===== config.mk =====
export PLATFORM = sky130hd
export DESIGN_NAME = mux4_rr_arbiter
export DESIGN_NICKNAME = d
export VERILOG_FILES = /design/src/rtl/mux4_rr_arbiter.sv
export SDC_FILE = /design/constraint.sdc
export NUM_CORES = 1
export LEC_CHECK = 0
export ABC_CLOCK_PERIOD_IN_PS = 1750
export CORE_MARGIN = 8
export CORE_UTILIZATION = 46
export DETAILED_ROUTE_END_ITERATION = 7
export PLACE_DENSITY = 0.76
export SETUP_SLACK_MARGIN = 0.4
export SLEW_MARGIN = 20
export SYNTH_ARGS = -nofsm -noshare
export SYNTH_HDL_FRONTEND = slang
export SYNTH_SLANG_ARGS = --single-unit

===== constraint.sdc =====
create_clock -name clk -period 1.75 [get_ports clk]
set_input_delay 0.2625 -clock clk [delete_from_list [all_inputs] [get_ports clk]]
set_output_delay 0.2625 -clock clk [all_outputs]
set_load 0.02 [all_outputs]

===== src/rtl/mux4_rr_arbiter.sv =====
// Purpose: 4-requester round-robin arbiter that steers the granted requester's data bit onto a shared output.
// Latency: the grant is registered one cycle after the request is sampled in IDLE; z is combinational from d while granted.
// Backpressure: an owner keeps the grant for at most MAX_HOLD cycles; other requests are not queued while a grant is held.
module mux4_rr_arbiter #(
    parameter int MAX_HOLD = 8
) (
    input  logic       clk,
    input  logic       resetN,
    input  logic [3:0] req,
    input  logic [3:0] d,
    output logic [3:0] gnt,
    output logic [1:0] sel,
    output logic       z,
    output logic       busy,
    output logic       preempt
);

    // The hold counter needs to count 0..MAX_HOLD-1 only, because the grant ends on the last value.
    localparam int              CNT_W    = (MAX_HOLD > 1) ? $clog2(MAX_HOLD) : 1;
    localparam logic [CNT_W-1:0] CNT_LAST = CNT_W'(MAX_HOLD - 1);

    typedef enum logic [1:0] {
        ST_IDLE  = 2'd0,
        ST_GRANT = 2'd1,
        ST_GAP   = 2'd2
    } state_t;

    state_t           state_q, state_d;
    logic [3:0]       gnt_q, gnt_d;
    logic [1:0]       sel_q, sel_d;
    logic [1:0]       ptr_q, ptr_d;
    logic [CNT_W-1:0] cnt_q, cnt_d;
    logic             preempt_q, preempt_d;

    logic             pick_vld;
    logic [1:0]       pick_idx;
    logic [1:0]       cand;
    logic             owner_req;
    logic             hold_done;

    // Round-robin pick: scan from ptr upward; descending loop so the nearest requester is written last and wins.
    always_comb begin
        pick_vld = 1'b0;
        pick_idx = ptr_q;
        cand     = ptr_q;
        for (int i = 3; i >= 0; i--) begin
            cand = ptr_q + 2'(i);
            if (req[cand]) begin
                pick_vld = 1'b1;
                pick_idx = cand;
            end
        end
    end

    assign owner_req = req[sel_q];
    assign hold_done = (cnt_q == CNT_LAST);

    // Next-state and next-output logic; release wins over timeout so preempt only marks a forced end.
    always_comb begin
        state_d   = state_q;
        gnt_d     = gnt_q;
        sel_d     = sel_q;
        ptr_d     = ptr_q;
        cnt_d     = cnt_q;
        preempt_d = 1'b0;
        unique case (state_q)
            ST_IDLE: begin
                gnt_d = 4'b0000;
                if (pick_vld) begin
                    state_d = ST_GRANT;
                    sel_d   = pick_idx;
                    gnt_d   = 4'(4'b0001 << pick_idx);
                    cnt_d   = '0;
                end
            end
            ST_GRANT: begin
                if (!owner_req) begin
                    state_d = ST_GAP;
                    gnt_d   = 4'b0000;
                    ptr_d   = sel_q + 2'd1;
                end else if (hold_done) begin
                    state_d   = ST_GAP;
                    gnt_d     = 4'b0000;
                    ptr_d     = sel_q + 2'd1;
                    preempt_d = 1'b1;
                end else begin
                    cnt_d = cnt_q + CNT_W'(1);
                end
            end
            ST_GAP: begin
                // One dead cycle between owners, whatever req is doing.
                state_d = ST_IDLE;
                gnt_d   = 4'b0000;
            end
            default: begin
                state_d = ST_IDLE;
                gnt_d   = 4'b0000;
            end
        endcase
    end

    // State and output registers; reset drops the grant at once with no GAP or preempt.
    always_ff @(posedge clk or negedge resetN) begin
        if (!resetN) begin
            state_q   <= ST_IDLE;
            gnt_q     <= 4'b0000;
            sel_q     <= 2'd0;
            ptr_q     <= 2'd0;
            cnt_q     <= '0;
            preempt_q <= 1'b0;
        end else begin
            state_q   <= state_d;
            gnt_q     <= gnt_d;
            sel_q     <= sel_d;
            ptr_q     <= ptr_d;
            cnt_q     <= cnt_d;
            preempt_q <= preempt_d;
        end
    end

    assign gnt     = gnt_q;
    assign sel     = sel_q;
    assign busy    = (state_q == ST_GRANT);
    assign preempt = preempt_q;
    // Shared 4->1 mux, gated so the resource output is quiet whenever nobody owns it.
    assign z       = busy & d[sel_q];

endmodule


==> results, run 1 <==
- The leakage power total is 0.540 nW.
- The detail-routed via count per cell is 5.75.
- The number of diodes added for antenna fixing is 0.
- The top cell type by total area after synthesis is sky130_fd_sc_hd__dfrtp_1.
- Sorting the synthesized cells by how often they occur yields 14 x sky130_fd_sc_hd__dfrtp_1, 9 x sky130_fd_sc_hd__nand2_1, 6 x sky130_fd_sc_hd__a21oi_1.
- The power density over the cells is 1760 mW/mm^2.
- The mapped netlist covers 734 sq um.
- The die area is 0.00313 sq mm.
- In this run the number of H-tree levels came out at 1.
- The worst setup path is launched from a register.
- TritonCTS built the clock tree.
- In the synthesized netlist, the number of instances is 69.
- The worst IR drop on VDD is 0.971 mV.
- After synthesis the netlist holds a flip-flop and latch count of 14.
- The synthesized design contains 0 enable-type register cells.
- The total overflow reported by the global router is 0.
- sky130_fd_sc_hd__dfrtp_1 is the most common cell in the netlist.
- The final number of hold-violating endpoints is 0.
- Across every metal layer, demand over resource in global routing totals 0.134.
- During I/O placement, the number of pins put on the boundary was 19.
- The sequential-to-total area share from yosys stat is 0.477.
- The clock period minus worst slack is 1.69 ns.
- The critical path in this run is classified as register to output pin.
- The endpoint required time on the critical path is 1.49 ns.
- By area the synthesized netlist is led by sky130_fd_sc_hd__dfrtp_1 48%, sky130_fd_sc_hd__nand2_1 4.6%, sky130_fd_sc_hd__a21oi_1 4.1%, sky130_fd_sc_hd__mux4_1 3.6%, sky130_fd_sc_hd__ha_1 3.4%.
- Setup repair after global routing could not meet its margin everywhere.
- The initial standard-cell utilization of the core is 0.488.
- Input and output buffers added on the ports amount to 18.
- The final number of setup-violating endpoints is 0.
- In this run the tightest slew margin relative to its limit is 0.777.
- In the final routed layout, each cell accounts on average for 17.1 um.
- The total clock buffers created by CTS is 3.
- The most used flip-flop cell after synthesis is sky130_fd_sc_hd__dfrtp_1.
- The post-synthesis area per instance is 10.6 sq um.
- The share of synthesized registers carrying an async set or reset is 1.00.
- In the routed design, unresolved DRC markers number 0.
- At the later pin of the worst-skew pair, clock insertion delay measures 0.28 ns.
- The floorplan die width is 56.0 um.
- For this block, the initial DRC count from the detailed router was 10.
- When the netlist entered floorplanning its net count stood at 81.
- The number of hold buffers added after CTS was 0.
- OpenSTA, run right after detailed placement, puts the worst setup slack at -0.396 ns.
- The HPWL after detailed placement is 1.33 mm.
- The first global-routing pass estimated 3.44 mm of wire.
- The cell at the root of the clock tree is sky130_fd_sc_hd__clkbuf_4.
- The initial antenna violation count came to 0.
- The via count of the first global-routing pass is 745.
- The count of final max-slew check failures came to 0.
- After floorplanning, the core was sized to cover 0.00151 sq mm.
- Before antenna repair, the detailed router went through 4 iterations.
- The number of cell rows is 14.
- The clock passes through at most 2 buffers.
- The worst-margin pin slew is 0.330 ns.
- Relative to the synthesized area, the layout overhead comes to 55.0%.
- The overall die height is 56.0 um.
- The warning count from the yosys run is 0.
- The number of max-capacitance violations reported is 0.
- The clock transition at the registers of the reported paths is 0.09 ns.
- The run finished with clean final reports.
- For the final routed database, the setup TNS stands at 0 ns.
- In this run the worst hold path is classified as input pin to asynchronous set/reset pin.
- The share of Yosys cell area claimed by the top area cell type is 0.477.
- The maximum number of pins on one net before global-route repair is 15.
- The worst path setup slack after routing is 0.0628 ns.
- The worst setup skew after layout is 0.00383 ns.
- The TritonCTS sink count is 14.
- After detailed routing, the total wire length is 2.05 mm.
- The endpoint class of the critical path is an output pin.
- The final weighted congestion in routability-driven placement is 0.826.
- The total number of vias is 690.
- Power comes to 0.00200 W.
- At the worst endpoint, the arrival time is 1.42 ns.
- Of the available clock period, the critical path in the final layout requires 0.964.
- The ratio of cells with drive above 1 in the final layout is 0.462.
- Derived from the worst setup path, the maximum achievable clock frequency is 0.593 GHz.
- The count of nets left with antenna violations after detail routing is 0.
- The number of nets in the layout is 117.
- Counting distinct cell types in the post-synthesis netlist gives 30.
- In this run the worst path has a maximum fanout of 2.
## kinds of logic (layout without fill, tap and decap cells)
family,count (synthesis),after routing,share of synthesized area
AND/OR/NAND/NOR,25,25,0.182
AO/OA/AOI/OAI,21,21,0.189
flip-flops,14,14,0.477
multiplexers,3,3,0.0801
buffers and inverters,3,38,0.0256
adder cells (fa/ha/maj),2,2,0.0341
XOR/XNOR,1,1,0.0119
## cell usage in the layout (no fill, tap or decap), drive strengths merged, types with 2 or more instances in the layout
cell           instances
a22o                   2
nor2                   3
o22a                   2
clkbuf                 5
buf                   17
and3                   2
dfrtp                 14
nand2                  9
a21oi                  6
inv                    2
ha                     2
mux4                   2
clkdlybuf4s50          4
o21ai                  5
a21boi                 2
nand2b                 4
dlygate4sd2           10
## worst paths after layout
check	startpoint	endpoint	slack [ns]	cells after the start
setup / recovery	sel[0]	z	0.06	3
hold / removal	resetN	ptr_q[1]	0.29	2
setup reg to reg	sel[1]	gnt[1]	0.18	3
hold reg to reg	cnt_q[0]	cnt_q[0]	0.49	1
max in group asynchronous	resetN	sel[0]	1.28	2
min in group clk	cnt_q[0]	cnt_q[0]	0.49	1
## final cells by class
| type | instances | area (sq um) |
|---|---|---|
| Timing Repair Buffer | 32 | 270 |
| Fill cell | 110 | 368 |
| Sequential cell | 14 | 354 |
| Clock buffer | 4 | 36.3 |
| Multi-Input combinational cell | 52 | 450 |
| Tap cell | 16 | 20.0 |
| Inverter | 2 | 7.51 |
## timing repair
item / 4_1_cts / 5_1_grt
pin swaps: 5 / 4
resized for setup: 41 / 16
buffers inserted: 4 / 1
endpoints found under the setup margin: 23 / 16
## state kept, by name, summed over array words and instances, names as in the netlist
signal   count
state_q      2
sel          2
ptr_q        2
gnt          4
cnt_q        3
preempt      1
## routing by layer
layer | track usage | vias up | part of all wire
li1 | - | 325 | -
met1 | 0.165 | 331 | 0.43
met2 | 0.202 | 30 | 0.47
met3 | 0.0502 | 4 | 0.082
met4 | 0.0619 | 0 | 0.018
met5 | 0 | - | 0
## stage by stage
step | instance area, sq um | hold WS (ns) | cells | utilization
floorplan | 739 | -0.0331 | 69 | -
global placement | 996 | 0.477 | 111 | 0.661
detailed placement | 996 | 0.488 | 111 | 0.661
CTS | 1090 | 0.288 | 119 | 0.723
global route | 1140 | 0.301 | 120 | 0.756
finish | 1140 | 0.289 | 120 | 0.756
## power by group
group          internal (W)  leakage, nW  switching, W
combinational      0.000594        0.343      0.000591
clock              0.000127       0.0210      0.000106
sequential         0.000463        0.176      0.000121
total               0.00118        0.540      0.000818
## critical path: stages, from the launching register on
cell	delay [ns]
sky130_fd_sc_hd__dfrtp_2	0.37
sky130_fd_sc_hd__mux4_2	0.50
sky130_fd_sc_hd__and2_4	0.15
sky130_fd_sc_hd__buf_6	0.12
Power figures use the tool's default switching activity.
==> run 2, diff against run 1 <==
Settings changed: CORE_ASPECT_RATIO set to 1.2.
==> run 2 against run 1 <==
Net effect: sequential power decreased by 0.9%; first-iteration DRC count shrank 30%; via count decreased by 3.6%; clock skew about the same; final area rose by 2.4%; highest routed layer unchanged.
==> results, run 2 (synthesis results as in run 1) <==
- The class of the worst hold path is input pin to asynchronous set/reset pin.
- The cell at the root of the clock tree is sky130_fd_sc_hd__clkbuf_4.
- Leaving out fill and tap cells, the most frequent cells in the layout are 13 x sky130_fd_sc_hd__buf_4, 11 x sky130_fd_sc_hd__dfrtp_1, 7 x sky130_fd_sc_hd__dlygate4sd2_1.
- The slowest stage of the critical path belongs to the cell sky130_fd_sc_hd__mux4_2.
- The clock transition at the registers of the reported paths is 0.09 ns (about the same).
- The routed length per instance is 15.6 um (-8.6%).
- The clock insertion delay at the later pin of the skew report is 0.28 ns (about the same).
- The initial standard-cell utilization of the core is 0.470 (-0.0172).
- The launch instance of the worst register-to-register path is sel[0].
- The power share of the sequential group came to 0.285 (-0.007).
- The clock tree from TritonCTS is done.
- The critical path goes through mux4_2, and2_4, buf_6.
- The number of nets in the layout is 118 (+0.85%).
- The cell count of the worst reg-to-reg path is 5 (+2).
- The count of final max-slew check failures is 0 (unchanged).
- The share of the clock period used by the worst path after layout is 0.956 (-0.00794).
- The total clock buffers created by CTS is 3 (unchanged).
- The buffer depth of the longest clock path is 2 (unchanged).
- The HPWL after detailed placement is 1.35 mm (+1.2%).
- The global-route usage over all layers is 0.134 (-0.000371).
- The setup path with the least slack is of type register to output pin.
- The commonest non-fill, non-tap cell in the layout is sky130_fd_sc_hd__buf_4.
- The placeable core region is 0.00156 sq mm (+3.7%).
- The run finished with clean final reports.
- The number of flip-flops in the largest register came to 4 (unchanged).
- The final number of hold-violating endpoints was 0 (unchanged).
- The worst path setup slack after routing is 0.0767 ns (+0.0139 ns).
- The floorplan die width is 52.5 um (-6.2%).
- The final number of setup-violating endpoints is 0 (unchanged).
- The number of diodes added for antenna fixing is 0 (unchanged).
- The ratio of cells with drive above 1 in the final layout is 0.505 (+0.0432).
- The overall die height is 59.8 um (+6.8%).
- The end of the worst register-to-register path is gnt[1].
- The worst setup skew after layout is 0.00340 ns (-0.000422 ns).
- The endpoint required time on the critical path was 1.49 ns (about the same).
- The worst IR drop on VDD is 1.06 mV (+9.0%).
- The power density over the cells is 1740 mW/mm^2 (-0.75%).
- The combinational power share is 0.600 (+0.008).
- The launching element type of the critical path is a register.
- The maximum clock frequency was 0.598 GHz (+0.83%).
- The total of buffers placed on input and output ports is 18 (unchanged).
- The number of remaining DRC errors came to 0 (unchanged).
- In this run the most used layer during global routing was met2.
- The wire length reported by the detailed router is 1.92 mm (-6.3%).
- The met1 layer usage reported by global route was 0.144 (-0.0205).
- The total iterations of the first detailed-routing run came to 4 (unchanged).
- The TritonCTS sink count is 14 (unchanged).
- The worst-margin pin slew is 0.621 ns (+0.292 ns).
- The count of placed standard cells including taps came to 116 (+4.5%).
- The worst setup slack before clock tree synthesis is -0.356 ns (+0.0401 ns).
- The routing usage on met3 came to 0.0149 (-0.0353).
- The first-iteration detailed-routing DRC count is 7 (-3).
- Setup repair after global routing could not meet its margin everywhere.
- The maximum number of pins on one net before global-route repair came to 15 (unchanged).
- The number of placed I/O pins is 19 (unchanged).
- The hold slack is 0.362 ns (+0.0735 ns).
- The top cell family by delay on the critical path is multiplexers.
- The fraction of met2 tracks used by global routing is 0.239 (+0.0375).
- The total number of vias is 665 (-3.6%).
- The worst relative slew slack came to 0.584 (-0.192).
- The first-pass GRT wire length is 3.22 mm (-6.6%).
- The internal power consumption came to 0.00121 W (+2.6%).
- The arrival time at the worst endpoint came to 1.41 ns (about the same).
- The detail-routed via count per cell was 5.41 (-6.0%).
- The initial antenna violation count was 0 (unchanged).
- The power spent charging and discharging nets is 0.000819 W (+0.21%).
- The leakage power total is 0.552 nW (+2.1%).
- The final weighted congestion in routability-driven placement is 0.773 (-6.4%).
- The number of max-capacitance violations reported is 0 (unchanged).
- The highest net fanout along the worst path is 2 (unchanged).
- The cell area after layout was 0.00117 sq mm (+2.4%).
- The die area was 0.00314 sq mm (+0.17%).
- The slack of the worst reg-to-reg path is 0.16 ns (-0.02 ns).
- The total overflow reported by the global router is 0 (unchanged).
- The clock network power share was 0.115 (about the same).
- The delay of the slowest cell on the worst path is 0.48 ns (-0.02 ns).
- The worst setup path is captured at an output pin.
- The final instance count without filler cells is 123 (+2.5%).
- From synthesis to final layout, the design area changed by 58.8%.
- The H-tree depth was 1 (unchanged).
- The via count of the first global-routing pass is 734 (-1.5%).
- The count of nets left with antenna violations after detail routing is 0 (unchanged).
- The switching share of power is 0.403 (-0.00580).
- The number of cell rows is 16 (+2).
- The number of buffer and inverter instances along the worst setup path is 1 (unchanged).
- The total placed instance area is 0.00102 sq mm (+2.5%).
- The clock period minus worst slack was 1.67 ns (-0.0139 ns).
## run 2: how the worst max path moves through the flow
| stage | cells after the start | endpoint | start |
|---|---|---|---|
| 2_1_floorplan | 4 | gnt[1] | sel[1] |
| 3_3_place_gp | 4 | z | d[1] |
| 3_5_place_dp | 4 | z | d[1] |
| 4_1_cts | 3 | z | sel[0] |
| 5_1_grt | 3 | z | sel[0] |
| 6_report | 3 | z | sel[0] |
## run 2: what timing repair did
| action | CTS | global route |
|---|---|---|
| resized for setup | 40 | 22 |
| hold buffers | 0 | 0 |
| setup buffers | 1 | 2 |
| setup endpoints to repair | 22 | 14 |
| pin swaps | 7 | 6 |
## run 2: metrics by stage
step | total power [W] | TNS, ns | utilization
floorplan | 0.00113 | 0 | -
global placement | 0.00153 | -0.744 | 0.654
detailed placement | 0.00156 | -1.12 | 0.654
CTS | 0.00184 | 0 | 0.691
global route | 0.00217 | 0 | 0.747
finish | 0.00203 | 0 | 0.747
## run 2: power groups by stage
stage                     sequential, W  clock, W  combinational, W
after floorplan                0.000638         0          0.000489
after global placement         0.000565         0          0.000964
after detailed placement       0.000571         0          0.000990
after CTS                      0.000568  0.000234           0.00104
after global routing           0.000604  0.000252           0.00131
final                          0.000579  0.000234           0.00122
## run 2: worst register-to-register path: cells and delay by family, from the launching register on
family          cells  cell delay [ns]
compound gates      1             0.23
buf+inv             2             0.25
simple gates        1             0.23
mux                 1             0.35
flops               1             0.42
## run 2: cell type report
| class | count | area (sq um) |
|---|---|---|
| well taps | 18 | 22.5 |
| flip-flops and latches | 14 | 354 |
| fillers | 113 | 395 |
| inverters | 2 | 7.51 |
| repair buffers | 33 | 273 |
| multi-input cells | 52 | 473 |
| clock buffers | 4 | 36.3 |
## run 2: layer usage
layer	vias to the layer above	wire length (um)
met4	0	16
li1	325	-
met5	-	0
met3	2	44
met1	325	794
met2	13	1060
